--- src/rtl/cdb_arbiter.sv ---
// rtl/cdb_arbiter.sv - round-robin common data bus arbiter for ALU and LSB results

// Per-source result FIFO. Flush wins over the ready hold, which wins over
// normal push/pop. Storage is not reset; only pointers and count are.
module cdb_arbiter_fifo #(
  parameter int DW    = 37,
  parameter int DEPTH = 4,
  parameter int CNT_W = $clog2(DEPTH) + 1
) (
  input  logic             clk_in,
  input  logic             rst_in,
  input  logic             rdy_in,
  input  logic             flush,
  input  logic             wr_en,
  input  logic [DW-1:0]    wr_data,
  input  logic             rd_en,
  output logic [DW-1:0]    head_data,
  output logic [CNT_W-1:0] count
);

  localparam int PTR_W = $clog2(DEPTH);

  logic [DW-1:0]    mem [DEPTH];
  logic [PTR_W-1:0] head;
  logic [PTR_W-1:0] tail;

  assign head_data = mem[head];

  // Storage write; only the entry at the tail is touched on an accepted push.
  always_ff @(posedge clk_in) begin
    if (rst_in && !flush && rdy_in && wr_en) begin
      mem[tail] <= wr_data;
    end
  end

  // Pointer and occupancy tracking; pointers wrap naturally at DEPTH.
  always_ff @(posedge clk_in or negedge rst_in) begin
    if (!rst_in) begin
      head  <= '0;
      tail  <= '0;
      count <= '0;
    end else if (flush) begin
      head  <= '0;
      tail  <= '0;
      count <= '0;
    end else if (rdy_in) begin
      if (wr_en) begin
        tail <= tail + 1'b1;
      end
      if (rd_en) begin
        head <= head + 1'b1;
      end
      count <= count + CNT_W'(wr_en) - CNT_W'(rd_en);
    end
  end

endmodule

// Arbiter top: two result FIFOs with empty-FIFO bypass, a round-robin grant
// and a registered broadcast. last_grant = 1 means the LSB won last.
module cdb_arbiter #(
  parameter int ROB_W = 5,
  parameter int DEPTH = 4,
  parameter int CNT_W = $clog2(DEPTH) + 1
) (
  input  logic             clk_in,
  input  logic             rst_in,
  input  logic             rdy_in,
  input  logic             rob_clear_up,
  input  logic             alu_valid,
  input  logic [ROB_W-1:0] alu_rob_entry,
  input  logic [31:0]      alu_value,
  output logic             alu_full,
  input  logic             lsb_valid,
  input  logic [ROB_W-1:0] lsb_rob_entry,
  input  logic [31:0]      lsb_value,
  output logic             lsb_full,
  output logic             cdb_valid,
  output logic [ROB_W-1:0] cdb_rob_entry,
  output logic [31:0]      cdb_value,
  output logic             cdb_src,
  output logic             overflow
);

  localparam int DW = ROB_W + 32;

  logic [CNT_W-1:0] alu_cnt;
  logic [CNT_W-1:0] lsb_cnt;
  logic [DW-1:0]    alu_head;
  logic [DW-1:0]    lsb_head;
  logic [DW-1:0]    alu_in;
  logic [DW-1:0]    lsb_in;
  logic             alu_empty;
  logic             lsb_empty;
  logic             alu_cand;
  logic             lsb_cand;
  logic [DW-1:0]    alu_cand_data;
  logic [DW-1:0]    lsb_cand_data;
  logic             grant_alu;
  logic             grant_lsb;
  logic             alu_wr;
  logic             lsb_wr;
  logic             alu_rd;
  logic             lsb_rd;
  logic             last_grant;
  logic [DW-1:0]    win_data;

  assign alu_in = {alu_rob_entry, alu_value};
  assign lsb_in = {lsb_rob_entry, lsb_value};

  // Full flags come from the registered count only, so producers see a
  // stable backpressure signal for the whole cycle.
  assign alu_empty = (alu_cnt == '0);
  assign lsb_empty = (lsb_cnt == '0);
  assign alu_full  = (alu_cnt == CNT_W'(DEPTH));
  assign lsb_full  = (lsb_cnt == CNT_W'(DEPTH));

  // Candidate selection and round-robin grant. An empty FIFO offers the
  // incoming push directly so an uncontested result costs one cycle.
  always_comb begin
    alu_cand      = !alu_empty || alu_valid;
    lsb_cand      = !lsb_empty || lsb_valid;
    alu_cand_data = alu_empty ? alu_in : alu_head;
    lsb_cand_data = lsb_empty ? lsb_in : lsb_head;
    grant_lsb     = lsb_cand && (!alu_cand || !last_grant);
    grant_alu     = alu_cand && !grant_lsb;
    win_data      = grant_lsb ? lsb_cand_data : alu_cand_data;
    alu_rd        = grant_alu && !alu_empty;
    lsb_rd        = grant_lsb && !lsb_empty;
    alu_wr        = alu_valid && !alu_full && !(alu_empty && grant_alu);
    lsb_wr        = lsb_valid && !lsb_full && !(lsb_empty && grant_lsb);
  end

  cdb_arbiter_fifo #(
    .DW   (DW),
    .DEPTH(DEPTH),
    .CNT_W(CNT_W)
  ) u_alu_fifo (
    .clk_in   (clk_in),
    .rst_in   (rst_in),
    .rdy_in   (rdy_in),
    .flush    (rob_clear_up),
    .wr_en    (alu_wr),
    .wr_data  (alu_in),
    .rd_en    (alu_rd),
    .head_data(alu_head),
    .count    (alu_cnt)
  );

  cdb_arbiter_fifo #(
    .DW   (DW),
    .DEPTH(DEPTH),
    .CNT_W(CNT_W)
  ) u_lsb_fifo (
    .clk_in   (clk_in),
    .rst_in   (rst_in),
    .rdy_in   (rdy_in),
    .flush    (rob_clear_up),
    .wr_en    (lsb_wr),
    .wr_data  (lsb_in),
    .rd_en    (lsb_rd),
    .head_data(lsb_head),
    .count    (lsb_cnt)
  );

  // Sticky overflow: any push presented against a full FIFO while running.
  always_ff @(posedge clk_in or negedge rst_in) begin
    if (!rst_in) begin
      overflow <= 1'b0;
    end else if (!rob_clear_up && rdy_in) begin
      if ((alu_valid && alu_full) || (lsb_valid && lsb_full)) begin
        overflow <= 1'b1;
      end
    end
  end

  // Registered broadcast; payload holds when nothing is granted so only
  // cdb_valid drops. Flush points the tie-break back at the ALU.
  always_ff @(posedge clk_in or negedge rst_in) begin
    if (!rst_in) begin
      cdb_valid     <= 1'b0;
      cdb_rob_entry <= '0;
      cdb_value     <= '0;
      cdb_src       <= 1'b0;
      last_grant    <= 1'b1;
    end else if (rob_clear_up) begin
      cdb_valid  <= 1'b0;
      last_grant <= 1'b1;
    end else if (rdy_in) begin
      if (grant_alu || grant_lsb) begin
        cdb_valid     <= 1'b1;
        cdb_rob_entry <= win_data[DW-1:32];
        cdb_value     <= win_data[31:0];
        cdb_src       <= grant_lsb;
        last_grant    <= grant_lsb;
      end else begin
        cdb_valid <= 1'b0;
      end
    end
  end

endmodule

--- config.mk ---
export PLATFORM = sky130hd
export DESIGN_NAME = cdb_arbiter
export DESIGN_NICKNAME = d
export VERILOG_FILES = /design/src/rtl/cdb_arbiter.sv
export SDC_FILE = /design/constraint.sdc
export NUM_CORES = 1
export LEC_CHECK = 0
export CORE_ASPECT_RATIO = 1.4
export CORE_MARGIN = 2
export CORE_UTILIZATION = 55
export DETAILED_ROUTE_END_ITERATION = 7
export PLACE_DENSITY = 0.76
export SLEW_MARGIN = 10
export SYNTH_ARGS = -nofsm -noshare
export SYNTH_HDL_FRONTEND = slang
export SYNTH_SLANG_ARGS = --single-unit
--- constraint.sdc ---
create_clock -name clk_in -period 7.5 [get_ports clk_in]
set_input_delay 1.5 -clock clk_in [delete_from_list [all_inputs] [get_ports clk_in]]
set_output_delay 1.5 -clock clk_in [all_outputs]
set_load 0.01 [all_outputs]
==> results of run 1 <==
==> flip-flops by register name (all words and copies together), names as in the netlist <==
signal / flops
u_alu_fifo.mem: 148
u_lsb_fifo.mem: 148
cdb_value: 32
cdb_rob_entry: 5
u_alu_fifo.count: 3
u_lsb_fifo.count: 3
u_alu_fifo.head: 2
u_alu_fifo.tail: 2
u_lsb_fifo.head: 2
u_lsb_fifo.tail: 2
cdb_src: 1
cdb_valid: 1
last_grant: 1
overflow: 1
==> per-layer routing <==
metal	up-vias	global-route usage (%)	share of wire, %
met5	-	0	0
met4	0	7.07	2.6
met3	45	3.18	5.9
met2	281	35.4	50
met1	3995	31.1	41
li1	3395	-	-
==> cell families (layout without fill, tap and decap cells) <==
| family | count (synthesis) | in the layout |
|---|---|---|
| flops | 351 | 351 |
| compound gates | 132 | 132 |
| fa+ha+maj | 14 | 14 |
| xor+xnor | 9 | 9 |
| simple gates | 119 | 119 |
| mux | 78 | 78 |
| buf+inv | 63 | 210 |
==> cells in the final DEF, fill, tap and decap left out, types with 3 or more instances in the layout <==
cell type,netlist,routed
ha_1,12,12
edfxtp_1,296,296
buf_4,3,16
nand2_1,8,8
nand3_1,29,29
inv_1,12,12
o211ai_1,29,29
a211oi_1,3,3
a21oi_1,11,11
clkbuf_16,0,35
mux4_2,74,74
dfrtp_1,54,52
nor2_1,53,53
clkbuf_1,22,5
a221oi_1,9,9
o22a_1,28,28
mux2i_1,4,4
clkinv_1,0,5
clkdlybuf4s50_1,0,120
clkinv_2,0,10
and2_1,9,7
a21oi_4,2,3
a32o_1,28,28
clkinvlp_4,0,5
xor2_1,8,8
a22oi_1,10,10
==> cells in the mapped netlist, types with 2 or more instances <==
master | n | share of area [%]
edfxtp_1 | 296 | 62
mux4_2 | 74 | 12
dfrtp_1 | 54 | 9.4
nor2_1 | 53 | 1.4
nand3_1 | 29 | 1.0
o211ai_1 | 29 | 1.5
a32o_1 | 28 | 2.0
o22a_1 | 28 | 1.7
clkbuf_1 | 22 | 0.58
buf_2 | 17 | 0.59
ha_1 | 12 | 1.0
inv_1 | 12 | 0.31
a21oi_1 | 11 | 0.38
a22oi_1 | 10 | 0.52
a221oi_1 | 9 | 0.55
and2_1 | 9 | 0.39
nand2_1 | 8 | 0.21
xor2_1 | 8 | 0.49
buf_6 | 5 | 0.39
mux2i_1 | 4 | 0.28
a211oi_1 | 3 | 0.16
buf_1 | 3 | 0.079
buf_4 | 3 | 0.16
nor2b_1 | 3 | 0.13
a21oi_4 | 2 | 0.23
and3_1 | 2 | 0.087
fa_1 | 2 | 0.28
nor3_2 | 2 | 0.14
nor4_4 | 2 | 0.30
o21ai_0 | 2 | 0.070
or3_1 | 2 | 0.087
==> path summary, 6_finish.rpt <==
| check | startpoint | endpoint | slack [ns] | depth (start not counted) |
|---|---|---|---|---|
| max reg2reg | u_lsb_fifo.count[1] | u_alu_fifo.count[2] | 4.35 | 12 |
| max in group asynchronous | rst_in | cdb_value[29] | 5.66 | 2 |
| min reg2reg | cdb_value[5] | cdb_value[5] | 0.51 | 1 |
| min in group asynchronous | rst_in | cdb_value[24] | 1.00 | 1 |
| max | lsb_valid | u_alu_fifo.count[2] | 3.27 | 13 |
| min | cdb_value[5] | cdb_value[5] | 0.51 | 1 |
==> stage by stage <==
step | total power (uW) | worst slack, ns | util, % | cell area (um^2)
finish | 5350 | 3.27 | 66.0 | 16800
global placement | 3830 | 2.81 | 62.0 | 15800
CTS | 5390 | 3.26 | 66.0 | 16800
global route | 5580 | 3.02 | 66.0 | 16800
floorplan | 3300 | 3.75 | - | 14300
detailed placement | 3850 | 2.75 | 62.0 | 15800
==> final cells by class <==
| type | instances | area [um^2] | area share [%] |
|---|---|---|---|
| Clock inverter | 21 | 115 | 0.685 |
| Timing Repair Buffer | 137 | 1330 | 7.89 |
| Inverter | 12 | 45.0 | 0.268 |
| Tap cell | 319 | 399 | 2.38 |
| Multi-Input combinational cell | 352 | 3750 | 22.3 |
| Sequential cell | 351 | 10300 | 61.1 |
| Clock buffer | 40 | 895 | 5.33 |
==> power by group through the flow <==
stage / clock (uW) / sequential [uW] / combinational [uW]
2_1_floorplan: 0 / 2430 / 875
3_3_place_gp: 0 / 2460 / 1360
3_5_place_dp: 0 / 2460 / 1380
4_1_cts: 1580 / 2420 / 1390
5_1_grt: 1650 / 2440 / 1480
6_report: 1550 / 2420 / 1380
==> results.cfg, run 1 <==
[sta]
rsz0062_at_grt = false
setup_viol_count_final = 0
fin_setup_tns_ns = 0
min_period_over_period_pct = 56.4
relSlewSlack_pct = 22.4
fmax_mhz = 236
holdWs_ns = 0.507
final_hold_viol_count = 0
slew_violations = 0
fin_skew_ns = 0.0179
min_period_ns = 4.23
tightest_slew_ns = 1.16

[power]
ir_drop_uv = 223
swShare_pct = 28.6
p_leak_uw = 0.00543
intPower_uw = 3820
pwr-share-comb_pct = 25.7
pwr-share-clk_pct = 29.0
switchingPower_uw = 1530
p_seq_share_pct = 45.3
p_per_area_nw_per_um2 = 318

[synthesis]
synth.area.mux_share_pct = 11.9
synthCells = 766
synth_area_per_cell_um2 = 18.7
synth_flop_cell = edfxtp_1
synthSimpleGateAreaFrac_pct = 4.37
synth_cell_types = 53
synth_top_family_by_area = multiplexers
synth_xor_area_share_pct = 0.551
ys_ff_latch = 351
synth_fa_ha_area_share_pct = 1.33
synth-edff-count = 296
ys_seq_area_share_pct = 71.8
ys_warn_count = 0
syn-num-nets = 860
syn_area_um2 = 14300
synth_compound_area_share_pct = 7.91
synthArstFlopShare_pct = 15.7

[critical_path]
critical-path-max-stage-delay_ns = 0.56
crit_path_start_kind = input pin
cp_top_family = buffers and inverters
worst-path-buf-inv = 4
required_ns = 7.86
cp.arrival_ns = 4.59
crit_fanout = 38
path_cells = clkdlybuf4s50_1 > nor4_4 > o21a_1 > buf_4 > ha_1 > inv_1 > ha_1 > inv_1 > fa_1 > xor2_1 > nand2_1 > xor2_1 > nor2_1
end_kind = flop
crit_type = input pin to flop
cp_slowest_cell = clkdlybuf4s50_1

[place]
dpl.hpwl_um = 18400
dp_cells = 1171
gp_congestion = 0.816
port_buffers = 121

[routing]
wire_per_inst_um = 23.8
drt_iter0_drc = 749
drc_errors = 0
vias = 7716
ant_nets = 0
first_pass_iters = 5
avgViaCountPerCell = 6.26
wl_um = 29300

[cts]
clk_pin_slew_ns = 0.06
cts_setup_buffers = 0
cts_root_buf = clkbuf_16
cts_sinks = 351
numCtsBuffers = 34
clock_path_buffers = 3
cts_max_level = 2
clk_latency_ns = 0.51
cts_tree = yes
cts_resized = 0
cts_hold_buf = 0

[min_path]
hp-class = flop to flop

[layout]
fillCellCount = 1681
n_antenna_cell = 0
fin_nets = 982
areaGrowthSynthToFinish_pct = 17.4
drive_gt1_share_pct = 17.6
fin_cells = 1232

[floorplan]
initial_utilization_pct = 56.2
die-area_um2 = 27300
ios = 122
die_y_um = 195
die_w_um = 140
core_um2 = 25500
rows = 69

[grt]
grt_overflow = 0
grt_usage_pct = 21.8
antenna_found_initial = 0
grt_pass1_wl_um = 45600
grt_pass1_vias = 7775
grt_max_degree = 40

[run_status]
status = finished, final reports clean

[job]
max-cap-violations = 0
Note: power is estimated with default switching activity, not from simulation.
==> inputs of run 2 (changes only) <==
clock period = 4.4 ns   (was 7.5 ns; I/O delays follow)
==> run 2 against run 1 <==
Against the previous run: non-clock buffer count is 15 higher; critical path depth is 11 lower; via count increased by 0.16%; design area increased by 1.3%.
==> results.cfg, run 2 (synthesis gave the netlist of run 1 again) <==
[run_status]
status = finished, final reports clean

[routing]
ant_nets = 0
first_pass_iters = 5
avgViaCountPerCell = 6.22
wl_um = 30200
vias = 7728
drc_errors = 0
wire_per_inst_um = 24.3
drt_iter0_drc = 723

[layout]
final_util_pct = 66.8
drive_gt1_share_pct = 19.0
fillCellCount = 1641
multi_input_area_um2 = 3750
reg_top3 = u_alu_fifo.mem: 148 flops, u_lsb_fifo.mem: 148 flops, cdb_value: 32 flops
fin_cells = 1243
layout_commonest_cell = edfxtp_1
fin_nets = 994
layout_common_cells = edfxtp_1, clkdlybuf4s50_1, mux4_2
register_area_um2 = 10300
areaGrowthSynthToFinish_pct = 18.9
n_antenna_cell = 0

[floorplan]
die_w_um = 140
die_y_um = 195
rows = 69
initial_utilization_pct = 56.2
core_um2 = 25500
die-area_um2 = 27300
ios = 122

[grt]
grt_usage_pct = 22.4
grt_pass1_wl_um = 47200
grt_pass1_vias = 8207
grt_max_degree = 39
antenna_found_initial = 0
grt_overflow = 0

[place]
dpl.hpwl_um = 19100
port_buffers = 121
gp_congestion = 0.857
dp_cells = 1186

[sta]
rsz0062_at_grt = false
fmax_mhz = 306
min_period_ns = 3.27
relSlewSlack_pct = 51.7
setup_viol_count_final = 0
final_hold_viol_count = 0
holdWs_ns = 0.368
fin_setup_tns_ns = 0
min_period_over_period_pct = 74.3
tightest_slew_ns = 0.723
fin_skew_ns = 0.00746
slew_violations = 0

[min_path]
hp-class = input pin to async pin

[cts]
cts_max_level = 1
numCtsBuffers = 31
clock_path_buffers = 3
cts_tree = yes
cts_resized = 0
cts_root_buf = clkbuf_16
clk_latency_ns = 0.55
cts_sinks = 351
cts_hold_buf = 0
cts_setup_buffers = 0
clk_pin_slew_ns = 0.07

[critical_path]
required_ns = 3.52
regToRegSetupSlack_ns = 1.43
crit_type = flop to output port
rr_startpoint = u_alu_fifo.count[0]
r2r.worst_path.cells = 11
end_kind = output port
crit_path_start_kind = flop
cp.arrival_ns = 2.39
crit_fanout = 8
r2r-end = u_lsb_fifo.count[2]

[power]
ir_drop_uv = 398
p_leak_uw = 0.00555
p_per_area_nw_per_um2 = 548

[job]
max-cap-violations = 0
run 2: report_power, final:
group | total [uW] | leakage, uW | switching [uW] | internal [uW]
clock network | 2810 | 0.000522 | 1160 | 1650
registers | 4110 | 0.00331 | 255 | 3860
logic | 2400 | 0.00172 | 1210 | 1200
run 2: layout make-up:
cell class | count | area share [%]
Tap cell | 319 | 2.35
Sequential cell | 351 | 60.4
Clock inverter | 20 | 1.38
Inverter | 12 | 0.265
Multi-Input combinational cell | 352 | 22.0
Clock buffer | 37 | 4.93
Timing Repair Buffer | 152 | 8.68
run 2: through the flow:
stage               power (uW)  cell area, um^2  worst slack, ns
floorplan                 5630            14300             1.27
global placement          6540            15900            0.764
detailed placement        6590            15900            0.735
CTS                       9390            17000             1.10
global route              9710            17000             1.02
finish                    9330            17000             1.13
run 2: how the worst max path moves through the flow:
stage | from | endpoint | cells past startpoint
finish | u_lsb_fifo.count[1] | lsb_full | 2
global route | u_lsb_fifo.count[1] | lsb_full | 2
CTS | u_lsb_fifo.count[1] | lsb_full | 2
detailed placement | alu_valid | u_lsb_fifo.count[2] | 12
global placement | alu_valid | u_lsb_fifo.count[2] | 12
floorplan | lsb_valid | u_alu_fifo.count[2] | 13
run 2: metal layers:
metal / global-route usage [%] / share of wire [%] / vias to the layer above
li1: - / - / 3421
met1: 31.1 / 41 / 4025
met2: 38.2 / 51 / 246
met3: 2.96 / 6.2 / 36
met4: 5.84 / 2.0 / 0
met5: 0 / 0 / -
run 2: worst max-delay path, cell delays in order (launching register included):
cell	delay, ns
dfrtp_1	0.51
nor3b_1	0.66
clkdlybuf4s50_1	0.67
